<file path="src/rtl/edid_ddc_pkg.sv">
// rtl/edid_ddc_pkg.sv - shared types and constants for the EDID DDC responder
package edid_ddc_pkg;

  localparam logic [6:0] DDC_EDID_ADDR = 7'h50;
  localparam logic [6:0] DDC_SEG_ADDR  = 7'h30;
  localparam int         BYTE_BITS     = 8;

  typedef enum logic [3:0] {
    ST_IDLE,
    ST_ADDR,
    ST_ADDR_ACK,
    ST_WORD,
    ST_WORD_ACK,
    ST_WDISC,
    ST_TX,
    ST_TX_ACK,
    ST_WAIT
  } ddc_state_t;

endpackage

</file>
<file path="src/rtl/ddc_line_conditioner.sv">
// rtl/ddc_line_conditioner.sv - SCL/SDA synchronizer, stability filter and bus event decoder
module ddc_line_conditioner #(
  parameter int FILTER_LEN = 4
) (
  input  logic clk,
  input  logic rst,
  input  logic scl_i,
  input  logic sda_i,
  output logic scl_f,
  output logic sda_f,
  output logic scl_rise,
  output logic scl_fall,
  output logic start,
  output logic stop
);

  logic [1:0]            scl_sync;
  logic [1:0]            sda_sync;
  logic [FILTER_LEN-1:0] scl_hist;
  logic [FILTER_LEN-1:0] sda_hist;
  logic                  scl_q;
  logic                  sda_q;

  // Lines idle high, so everything resets to 1 to avoid a false event after reset.
  always_ff @(posedge clk or posedge rst) begin
    if (rst) begin
      scl_sync <= '1;
      sda_sync <= '1;
      scl_hist <= '1;
      sda_hist <= '1;
      scl_f    <= 1'b1;
      sda_f    <= 1'b1;
      scl_q    <= 1'b1;
      sda_q    <= 1'b1;
    end else begin
      scl_sync <= {scl_sync[0], scl_i};
      sda_sync <= {sda_sync[0], sda_i};
      scl_hist <= {scl_hist[FILTER_LEN-2:0], scl_sync[1]};
      sda_hist <= {sda_hist[FILTER_LEN-2:0], sda_sync[1]};
      if (&scl_hist)       scl_f <= 1'b1;
      else if (~|scl_hist) scl_f <= 1'b0;
      if (&sda_hist)       sda_f <= 1'b1;
      else if (~|sda_hist) sda_f <= 1'b0;
      scl_q <= scl_f;
      sda_q <= sda_f;
    end
  end

  assign scl_rise = scl_f & ~scl_q;
  assign scl_fall = ~scl_f & scl_q;
  assign start    = scl_f & scl_q & sda_q & ~sda_f;
  assign stop     = scl_f & scl_q & ~sda_q & sda_f;

endmodule

</file>
<file path="src/rtl/edid_ddc_responder.sv">
// rtl/edid_ddc_responder.sv - DDC target serving EDID bytes from a synchronous byte memory
// EDID_EDDC_SEGMENT_EN adds the E-DDC segment pointer at 0x30 and widens mem_addr to {seg, ptr}.
module edid_ddc_responder
  import edid_ddc_pkg::*;
#(
  parameter logic [6:0] DEV_ADDR   = DDC_EDID_ADDR,
  parameter int         FILTER_LEN = 4,
  parameter int         ADDR_WIDTH = 8
) (
  input  logic                  clk,
  input  logic                  rst,
  input  logic                  scl_i,
  input  logic                  sda_i,
  output logic                  sda_oe,
`ifdef EDID_EDDC_SEGMENT_EN
  output logic [ADDR_WIDTH+6:0] mem_addr,
`else
  output logic [ADDR_WIDTH-1:0] mem_addr,
`endif
  output logic                  mem_rd_en,
  input  logic [7:0]            mem_rdata,
  output logic                  busy
);

  localparam logic [3:0] LAST_BIT  = 4'(BYTE_BITS - 1);
  localparam logic [3:0] FULL_BYTE = 4'(BYTE_BITS);

  logic scl_f, sda_f, scl_rise, scl_fall, start, stop;
  logic unused_scl_f;

  ddc_line_conditioner #(.FILTER_LEN(FILTER_LEN)) u_cond (
    .clk      (clk),
    .rst      (rst),
    .scl_i    (scl_i),
    .sda_i    (sda_i),
    .scl_f    (scl_f),
    .sda_f    (sda_f),
    .scl_rise (scl_rise),
    .scl_fall (scl_fall),
    .start    (start),
    .stop     (stop)
  );

  assign unused_scl_f = scl_f;

  ddc_state_t            state;
  logic [7:0]            shreg;
  logic [3:0]            bit_cnt;
  logic                  ack_phase;
  logic                  rw;
  logic                  ld_pend;
  logic [ADDR_WIDTH-1:0] ptr;
  logic [7:0]            rx_byte;

  assign rx_byte = {shreg[6:0], sda_f};

`ifdef EDID_EDDC_SEGMENT_EN
  logic [6:0] seg;
  logic       is_seg;
  assign mem_addr = {seg, ptr};
`else
  assign mem_addr = ptr;
`endif

  always_ff @(posedge clk or posedge rst) begin
    if (rst) begin
      state     <= ST_IDLE;
      sda_oe    <= 1'b0;
      mem_rd_en <= 1'b0;
      busy      <= 1'b0;
      shreg     <= '0;
      bit_cnt   <= '0;
      ack_phase <= 1'b0;
      rw        <= 1'b0;
      ld_pend   <= 1'b0;
      ptr       <= '0;
`ifdef EDID_EDDC_SEGMENT_EN
      seg       <= '0;
      is_seg    <= 1'b0;
`endif
    end else begin
      mem_rd_en <= 1'b0;
      ld_pend   <= mem_rd_en;
      if (ld_pend) shreg <= mem_rdata;

      if (stop) begin
        state  <= ST_IDLE;
        sda_oe <= 1'b0;
        busy   <= 1'b0;
`ifdef EDID_EDDC_SEGMENT_EN
        seg    <= '0;
`endif
      end else if (start) begin
        state     <= ST_ADDR;
        sda_oe    <= 1'b0;
        bit_cnt   <= '0;
        ack_phase <= 1'b0;
      end else begin
        case (state)
          ST_ADDR: if (scl_rise) begin
            shreg   <= rx_byte;
            bit_cnt <= bit_cnt + 4'd1;
            if (bit_cnt == LAST_BIT) begin
              bit_cnt   <= '0;
              ack_phase <= 1'b0;
              rw        <= sda_f;
              if (rx_byte[7:1] == DEV_ADDR) begin
                state <= ST_ADDR_ACK;
                busy  <= 1'b1;
`ifdef EDID_EDDC_SEGMENT_EN
                is_seg <= 1'b0;
              end else if (rx_byte == {DDC_SEG_ADDR, 1'b0}) begin
                state  <= ST_ADDR_ACK;
                busy   <= 1'b1;
                is_seg <= 1'b1;
`endif
              end else begin
                state <= ST_WAIT;
              end
            end
          end
          // First fall after the byte opens the ACK slot, the next one closes it.
          ST_ADDR_ACK: if (scl_fall) begin
            if (!ack_phase) begin
              sda_oe    <= 1'b1;
              ack_phase <= 1'b1;
            end else begin
              ack_phase <= 1'b0;
              if (rw) begin
                state   <= ST_TX;
                sda_oe  <= ~shreg[7];
                shreg   <= {shreg[6:0], 1'b0};
                bit_cnt <= 4'd1;
              end else begin
                state   <= ST_WORD;
                sda_oe  <= 1'b0;
                bit_cnt <= '0;
              end
            end
          end else if (scl_rise && ack_phase && rw) begin
            mem_rd_en <= 1'b1;
          end
          ST_WORD, ST_WDISC: if (scl_rise) begin
            shreg   <= rx_byte;
            bit_cnt <= bit_cnt + 4'd1;
            if (bit_cnt == LAST_BIT) begin
              bit_cnt   <= '0;
              ack_phase <= 1'b0;
              state     <= ST_WORD_ACK;
              if (state == ST_WORD) begin
`ifdef EDID_EDDC_SEGMENT_EN
                if (is_seg) seg <= rx_byte[6:0];
                else
`endif
                ptr <= ADDR_WIDTH'(rx_byte);
              end
            end
          end
          ST_WORD_ACK: if (scl_fall) begin
            if (!ack_phase) begin
              sda_oe    <= 1'b1;
              ack_phase <= 1'b1;
            end else begin
              sda_oe    <= 1'b0;
              ack_phase <= 1'b0;
              bit_cnt   <= '0;
              state     <= ST_WDISC;
            end
          end
          ST_TX: if (scl_fall) begin
            if (bit_cnt == FULL_BYTE) begin
              sda_oe <= 1'b0;
              state  <= ST_TX_ACK;
            end else begin
              sda_oe  <= ~shreg[7];
              shreg   <= {shreg[6:0], 1'b0};
              bit_cnt <= bit_cnt + 4'd1;
            end
          end
          // Pointer only advances on a host ACK, so a NACK leaves it on the last byte sent.
          ST_TX_ACK: if (scl_rise) begin
            if (sda_f) begin
              state <= ST_WAIT;
              busy  <= 1'b0;
            end else begin
              ptr       <= ptr + ADDR_WIDTH'(1);
              mem_rd_en <= 1'b1;
              ack_phase <= 1'b1;
            end
          end else if (scl_fall && ack_phase) begin
            ack_phase <= 1'b0;
            state     <= ST_TX;
            sda_oe    <= ~shreg[7];
            shreg     <= {shreg[6:0], 1'b0};
            bit_cnt   <= 4'd1;
          end
          ST_IDLE, ST_WAIT: ;
          default: state <= ST_IDLE;
        endcase
      end
    end
  end

endmodule

</file>
<file path="config.mk">
export PLATFORM = sky130hd
export DESIGN_NAME = edid_ddc_responder
export DESIGN_NICKNAME = d
export VERILOG_FILES = /design/src/rtl/edid_ddc_pkg.sv /design/src/rtl/ddc_line_conditioner.sv /design/src/rtl/edid_ddc_responder.sv
export SDC_FILE = /design/constraint.sdc
export NUM_CORES = 1
export LEC_CHECK = 0
export BUFFER_PORTS_ARGS = -buffer_cell sky130_fd_sc_hd__buf_2
export CAP_MARGIN = 15
export CELL_PAD_IN_SITES_DETAIL_PLACEMENT = 0
export CELL_PAD_IN_SITES_GLOBAL_PLACEMENT = 1
export CORE_ASPECT_RATIO = 0.75
export CORE_UTILIZATION = 50
export DETAILED_ROUTE_END_ITERATION = 8
export GPL_TIMING_DRIVEN = 0
export PLACE_DENSITY = 0.91
export RECOVER_POWER = 50
export SYNTH_ARGS = -nofsm -noshare
export SYNTH_HDL_FRONTEND = slang
export SYNTH_HIERARCHICAL = 1
export SYNTH_SLANG_ARGS = --single-unit
</file>
<file path="constraint.sdc">
create_clock -name clk -period 5.9 [get_ports clk]
set_clock_uncertainty 0.2 [all_clocks]
set_input_delay 0.885 -clock clk [delete_from_list [all_inputs] [get_ports clk]]
set_output_delay 0.885 -clock clk [all_outputs]
set_load 0.01 [all_outputs]
</file>
==> results of run 1 <==
layer usage:
metal  vias to the layer above  global-route usage [%]  routed length, um
li1                       1110                       -                  -
met1                      1122                    39.1               3260
met2                       128                    34.0               2800
met3                         9                    6.94                689
met4                         0                    9.48                 89
met5                         -                       0                  0
per-stage QoR:
step                instances  setup slack (ps)
CTS                       389              3170
detailed placement        381              3180
floorplan                 283              3710
global placement          380              3250
finish                    389              2970
global route              389              2680
cells in the mapped netlist, drive strengths merged, types with 2 or more instances:
master / number / share of area [%]
ha: 3 / 1.3
a41o: 2 / 0.71
a31oi: 3 / 1.2
nor4: 6 / 2.0
nor2b: 5 / 1.1
nand4bb: 2 / 0.80
o211ai: 2 / 0.53
nand3: 10 / 1.8
and3b: 3 / 0.93
and2: 3 / 0.76
nand3b: 2 / 0.53
nor3b: 2 / 0.53
a211oi: 2 / 0.71
nand4: 4 / 0.89
a22oi: 3 / 0.80
buf: 14 / 3.1
a32oi: 2 / 0.62
dfstp: 16 / 15
o21ai: 23 / 4.2
mux2i: 4 / 1.4
clkbuf: 3 / 0.40
o31ai: 2 / 0.53
dfrtp: 30 / 27
xnor2: 2 / 0.62
and3: 5 / 1.1
a2bb2oi: 3 / 0.93
mux2: 15 / 6.9
o22ai: 2 / 0.44
nor2: 21 / 2.8
a21oi: 16 / 3.0
o311ai: 2 / 0.62
o41ai: 4 / 1.9
o32ai: 3 / 1.5
inv: 16 / 2.1
nand2: 21 / 2.9
nand2b: 5 / 1.1
nor3: 6 / 1.4
o2111ai: 2 / 0.62
cell families (layout without fill, tap and decap cells):
group | after synthesis | count (layout)
xor+xnor | 2 | 2
flops | 46 | 46
buf+inv | 33 | 64
fa+ha+maj | 4 | 4
compound gates | 81 | 81
simple gates | 98 | 98
mux | 19 | 19
how the worst max path moves through the flow:
stage,endpoint,slack (ps)
global route,mem_addr[5],2680
floorplan,shreg[1],3710
finish,mem_addr[5],2970
global placement,mem_addr[5],3250
detailed placement,mem_addr[5],3180
CTS,mem_addr[5],3170
state kept, by name, indices dropped and copies added (netlist names), 2 cells and up:
name,count
mem_addr,8
shreg,8
bit_cnt,4
state,4
u_cond/scl_hist,4
u_cond/sda_hist,4
u_cond/scl_sync,2
u_cond/sda_sync,2
final cells by class:
type | count | area (um^2)
buffer | 17 | 97.6
timing repair buffer | 23 | 114
multi-input combinational | 204 | 1480
fill | 486 | 2270
clock inverter | 3 | 21.3
sequential | 46 | 1170
inverter | 16 | 60.1
tap | 75 | 93.8
clock buffer | 5 | 68.8
critical path: cells and delay by family, from the launching register on:
| family | cells | cell delay, ps |
|---|---|---|
| compound gates | 3 | 870 |
| flops | 1 | 780 |
| simple gates | 2 | 690 |
| buf+inv | 1 | 260 |
power by group through the flow:
| stage | Sequential (mW) | Clock [mW] | Combinational (mW) |
|---|---|---|---|
| after global routing | 0.373 | 0.213 | 0.260 |
| after detailed placement | 0.375 | 0 | 0.233 |
| after floorplan | 0.366 | 0 | 0.180 |
| after global placement | 0.374 | 0 | 0.231 |
| after CTS | 0.369 | 0.206 | 0.234 |
| final | 0.368 | 0.197 | 0.238 |
==> impl_summary.txt, run 1 <==
----------------------------------------------------
[Synth]
  Syn Inst Count ... 283
  EDFF count, synth ... 0
  Simple logic cell fraction of the synthesized area ... 20.0%
  Average instance area after synthesis ... 9.93 um^2
  #FFs+latches synth ... 46
  Syn Nets ... 298
  Async set or reset register ratio after synthesis ... 100%
  Main synth FF type ... dfrtp_1
  Post-synthesis compound-gate area fraction ... between 20% and 30%
  Main combinational cell family by area after synthesis ... compound AO/OA/AOI/OAI gates
  Cell area after synthesis ... around 0.0028 mm^2
  Count of cell types in the netlist ... 67
  Fraction of the mapped netlist area in adder cells ... between 1.5 and 2%
  Xor/xnor cell area share of the yosys netlist ... 0.623%
  Yosys Warn Count ... 6
  Sequential element share of the synthesized area ... between 40% and 50%
  Mux share of post-synthesis cell area ... under 10%

[Global route]
  Global-route congestion overflow total ... 0
  Via count of the first global-routing pass ... 2210
  Global-route wire length before repair ... 11.3 mm
  Global Route Usage Sum ... around 26%
  Maximum number of pins on one net before global-route repair ... 22
  Antenna violations before repair ... 0

[Critical path]
  Setup slack of the most critical reg-to-reg path ... around 3000 ps
  Critical-path cell with the highest stage delay ... dfstp_1
  Terminus of the critical flop-to-flop path ... mem_addr[5]
  Category of the worst setup path capture point ... flop
  CP max FO ... 12
  Worst setup path startpoint ... u_cond/sda_f
  Critical path start-end classification ... reg -> reg
  Cell seen most often among critical-path stages ... o21ai_0
  Data arrival at the endpoint of the critical path ... 2890 ps
  Data required time of the critical path ... just under 6000 ps
  Critical Path, Cell by Cell ... nor3b_1 > clkbuf_1 > nor2_1 > o2111ai_1 > o21ai_0 > o21ai_0
  Worst Setup Start Kind ... flop
  R2R cell count ... 6
  Max stage delay on crit path ... approximately 800 ps
  Startpoint of the lowest-slack register-to-register path ... u_cond/sda_f

[Clocking]
  Number of CTS-inserted buffers ... 5
  PostCTS Resize Cnt ... 0
  Maximum level of the CTS H-tree ... 2
  CTS tree ... built
  Maximum root-to-sink buffer count ... 2
  Clk Latency, worst-skew pair ... just over 300 ps
  Total setup buffers inserted after CTS ... 0
  Post-CTS clock slew at the launch and capture registers of the worst setup and hold paths ... ~90 ps
  Hold-fix buffers, CTS ... 0
  Buffer cell driving the clock tree root ... clkbuf_8
  CTS sink cnt ... 46

[Power and ir drop]
  Static Leak ... between 1 and 1.5 nW
  Cell-internal power ... between 500 and 600 uW
  Total power draw ... approximately 800 uW
  Total power density per cell area ... around 260 mW/mm^2
  Sequential group share of total power ... between 40% and 50%
  Combinational share of power ... a little under 30%
  Worst-case vdd ir drop ... around 0.17 mV
  Switching power total ... slightly below 300 uW
  Fraction of power spent switching nets ... between 30% and 40%
  Clock power share ... between 20% and 30%

[STA]
  Unrepaired setup endpoints after global routing ... no
  Worst slew margin ... approximately a fifth
  Maximum operating frequency ... around 0.34 GHz
  Max-slew violation count ... 0
  Slew at the pin closest to its max-slew limit ... about 1200 ps
  Setup violations, final ... 0
  Final period utilization ... 49.7%
  Smallest hold slack ... ~160 ps
  Post-route setup TNS ... 0 ps
  Final hold viol count ... 0
  Time the worst path needs with I/O delays and setup ... ~2900 ps

[Route]
  Via-to-Cell Ratio ... 6.09
  Remaining antenna violation count ... 0
  Post-detailed-route wirelength per cell ... around 18 um
  First DRT Iteration DRCs ... 267
  Count of vias placed by the detailed router ... around 2400
  Total Wirelength ... 6.84 mm
  Post-route DRC ... 0
  1st-pass router iterations ... 5

[Outcome]
  Status ... finished clean

[Finish]
  Layout-stage area growth over the synthesis result ... 10.6%
  Inserted Diodes ... 0
  Most frequent cells in the layout ... buf_2 (31), dfrtp_1 (30), nor2_1 (21)
  Final layout net count ... between 300 and 400
  Core utilization of the finished layout ... about 58%
  Leading cell type in the layout, fill and taps excluded ... buf_2
  Share of layout cells above drive strength 1 ... between 20% and 30%
  Cell area after layout ... just over 0.003 mm^2

[Worst hold path]
  Worst Min Path Start ... u_cond/sda_sync[0]
  Min-Delay Path Class ... reg -> reg
  Worst hold path cell count ... 0
  Hold Path End ... u_cond/sda_sync[1]

[Die]
  Count of pins on the block boundary ... 23
  Core region area ... 0.00538 mm^2
  Number of rows created at floorplan ... 23
  Die outline height ... around 67 um
  Area enclosed by the die boundary ... between 0.005 and 0.006 mm^2
  Initial Utilization ... a little over half
  Width of the die ... between 80 and 90 um

[Run]
  Total of max-cap violations ... 0

[Placement]
  Detailed-placement wirelength estimate ... around 5.1 mm
  Routability congestion estimate from global placement ... 0.974
  Buffers added on ports ... 22
  Dpl cell area ... just over 0.003 mm^2

----------------------------------------------------
(Power assumes the default switching activity.)
==> inputs of run 2 (changes only) <==
- CORE_UTILIZATION: 50 -> 47
- PLACE_DENSITY: 0.91 -> 0.87
- clock period: 5.9 -> 2.7 ns (I/O delays scaled with it)
==> impl_summary.txt, run 2 (same netlist as run 1, synthesis figures left out) <==
----------------------------------------------------
[STA]
  Smallest hold slack ... 160 ps (was 162 ps)
  Final period utilization ... 95.0% (was 49.7%)
  Setup violations, final ... 0 (unchanged)
  Worst slew margin ... 21.4% (was 21.3%)
  Time the worst path needs with I/O delays and setup ... 2570 ps (was 2930 ps)
  Maximum operating frequency ... 0.390 GHz (was 0.341 GHz)
  Final hold viol count ... 0 (unchanged)
  Slew at the pin closest to its max-slew limit ... 1180 ps (about the same)
  Max-slew violation count ... 0 (unchanged)

[Finish]
  Final layout net count ... 331 (was 328)
  Fill count ... 504 (was 486)
  Share of layout cells above drive strength 1 ... 26.8% (about the same)
  Inserted Diodes ... 0 (unchanged)
  Storage cell area ... 0.00117 mm^2 (unchanged)
  Count of non-filler cells in the finished layout ... 392 (was 389)
  Area occupied by multi-input gates ... 0.00151 mm^2 (was 0.00148 mm^2)
  Most frequent cells in the layout ... dfrtp_1 (30), buf_2 (27), nor2_1 (20), nand2_1 (20), o21ai_0 (19) (was buf_2 (31), dfrtp_1 (30), nor2_1 (21))
  Cell area after layout ... 0.00316 mm^2 (was 0.00311 mm^2)
  Layout-stage area growth over the synthesis result ... 12.3% (was 10.6%)
  Leading cell type in the layout, fill and taps excluded ... dfrtp_1 (was buf_2)

[Critical path]
  Data required time of the critical path ... 2690 ps (was 5860 ps)
  CP max FO ... 12 (unchanged)
  Worst Setup Start Kind ... flop (unchanged)
  Data arrival at the endpoint of the critical path ... 2550 ps (was 2890 ps)
  Critical path start-end classification ... reg -> reg (unchanged)
  Category of the worst setup path capture point ... flop (unchanged)

[Global route]
  Via count of the first global-routing pass ... 2172 (was 2210)
  Busiest metal layer after global routing ... met1 (unchanged)
  Met3 GRT Util ... 4.61% (was 6.94%)
  Global-route wire length before repair ... 11.3 mm (about the same)
  Met2 track demand over resource in global routing ... 33.4% (was 34.0%)
  Maximum number of pins on one net before global-route repair ... 22 (unchanged)
  Global Route Usage Sum ... 23.8% (was 25.8%)
  Met1 global-route usage ... 36.3% (was 39.1%)
  Antenna violations before repair ... 0 (unchanged)
  Global-route congestion overflow total ... 0 (unchanged)

[Placement]
  Count of placed standard cells including taps ... 381 (unchanged)
  Buffers added on ports ... 22 (unchanged)
  Routability congestion estimate from global placement ... 0.940 (was 0.974)
  Dpl cell area ... 0.00304 mm^2 (unchanged)
  Detailed-placement wirelength estimate ... 5.12 mm (was 5.06 mm)

[Clocking]
  CTS tree ... built (unchanged)
  Maximum root-to-sink buffer count ... 2 (unchanged)
  CTS sink cnt ... 46 (unchanged)
  Number of CTS-inserted buffers ... 5 (unchanged)
  Maximum level of the CTS H-tree ... 2 (unchanged)
  Total setup buffers inserted after CTS ... 0 (unchanged)
  Clk Latency, worst-skew pair ... 300 ps (was 310 ps)
  Post-CTS clock slew at the launch and capture registers of the worst setup and hold paths ... 90 ps (about the same)
  Buffer cell driving the clock tree root ... clkbuf_8 (unchanged)

[Route]
  First DRT Iteration DRCs ... 288 (was 267)
  Total Wirelength ... 7.03 mm (was 6.84 mm)
  Via-to-Cell Ratio ... 6.10 (was 6.09)
  Post-route DRC ... 0 (unchanged)
  Remaining antenna violation count ... 0 (unchanged)
  Post-detailed-route wirelength per cell ... 17.9 um (was 17.6 um)
  Count of vias placed by the detailed router ... 2390 (was 2369)
  1st-pass router iterations ... 5 (unchanged)

[Power and ir drop]
  Clock power share ... 23.8% (was 24.6%)
  Cell-internal power ... 1.13 mW (was 513 uW)
  Worst-case vdd ir drop ... 0.320 mV (was 0.168 mV)
  Combinational share of power ... 30.3% (was 29.6%)
  Switching power total ... 629 uW (was 290 uW)
  Fraction of power spent switching nets ... 35.8% (was 36.2%)
  Total power density per cell area ... 557 mW/mm^2 (was 258 mW/mm^2)
  Sequential group share of total power ... 46.0% (was 45.8%)
  Static Leak ... 1.37 nW (was 1.35 nW)

[Die]
  Initial Utilization ... 50.6% (was 52.2%)
  Die outline height ... 69.0 um (was 66.9 um)
  Number of rows created at floorplan ... 23 (unchanged)
  Width of the die ... 91.3 um (was 88.6 um)
  Area enclosed by the die boundary ... 0.00630 mm^2 (was 0.00593 mm^2)
  Count of pins on the block boundary ... 23 (unchanged)
  Core region area ... 0.00555 mm^2 (was 0.00538 mm^2)

[Worst hold path]
  Min-Delay Path Class ... reg -> reg (unchanged)

[Run]
  Total of max-cap violations ... 0 (unchanged)

[Outcome]
  Status ... finished clean (unchanged)

----------------------------------------------------
## run 2: changes by cell type in the layout (fill, tap and decap cells not counted), moves of 2 or more
cell,delta
clkbuf_1,+3
dfstp_2,+2
dlygate4sd3_1,+3
buf_2,-4
dfstp_1,-2
clkbuf_2,+2
## run 2: timing repair
action / CTS / global route
resized for setup: 1 / 5
endpoints found under the setup margin: 1 / 14
hold buffers: 2 / 1
hold endpoints to repair: 10 / 1
## run 2: power by group through the flow
stage | logic [mW] | registers [mW] | clock network (mW)
2_1_floorplan | 0.394 | 0.800 | 0
3_3_place_gp | 0.503 | 0.820 | 0
3_5_place_dp | 0.507 | 0.820 | 0
4_1_cts | 0.514 | 0.810 | 0.435
5_1_grt | 0.581 | 0.820 | 0.454
6_report | 0.533 | 0.808 | 0.418
## run 2: layout make-up
cell class	instances	area share (%)
Inverter	16	1.90
Sequential cell	46	37.1
Multi-Input combinational cell	204	47.7
Clock buffer	6	2.30
Timing Repair Buffer	26	4.44
Buffer	17	3.13
Clock inverter	2	0.436
Tap cell	75	2.97
## run 2: path summary, 6_finish.rpt
check	from	end	slack, ps	depth (start not counted)
setup / recovery	u_cond/sda_f	shreg[6]	130	6
hold / removal	u_cond/scl_sync[0]	u_cond/scl_sync[1]	160	0
setup reg to reg	u_cond/sda_f	shreg[6]	130	6
hold reg to reg	u_cond/scl_sync[0]	u_cond/scl_sync[1]	160	0
max in group asynchronous	rst	mem_addr[4]	470	4
min in group asynchronous	rst	state[0]	420	3
## run 2: layer usage
metal	routed length [um]	vias to the layer above	part of all wire (%)
li1	-	1115	-
met1	3500	1145	50
met2	2810	112	40
met3	591	18	8.4
met4	134	0	1.9
met5	0	-	0
## run 2: worst max-delay path, stage by stage (launching register included)
cell	delay, ps
dfstp_2	680
nor3b_1	80
clkbuf_2	230
nor3_4	330
o21ai_1	210
a31oi_4	390
mux2_4	340
## run 2: stage by stage
stage	setup slack, ps	util [%]	total power [mW]	TNS, ps
finish	135	56.8	1.76	0
global route	-7.46	56.8	1.85	-7.46
CTS	31.1	56.7	1.76	0
detailed placement	29.1	54.8	1.33	0
global placement	15.4	54.3	1.32	0
floorplan	506	-	1.19	0
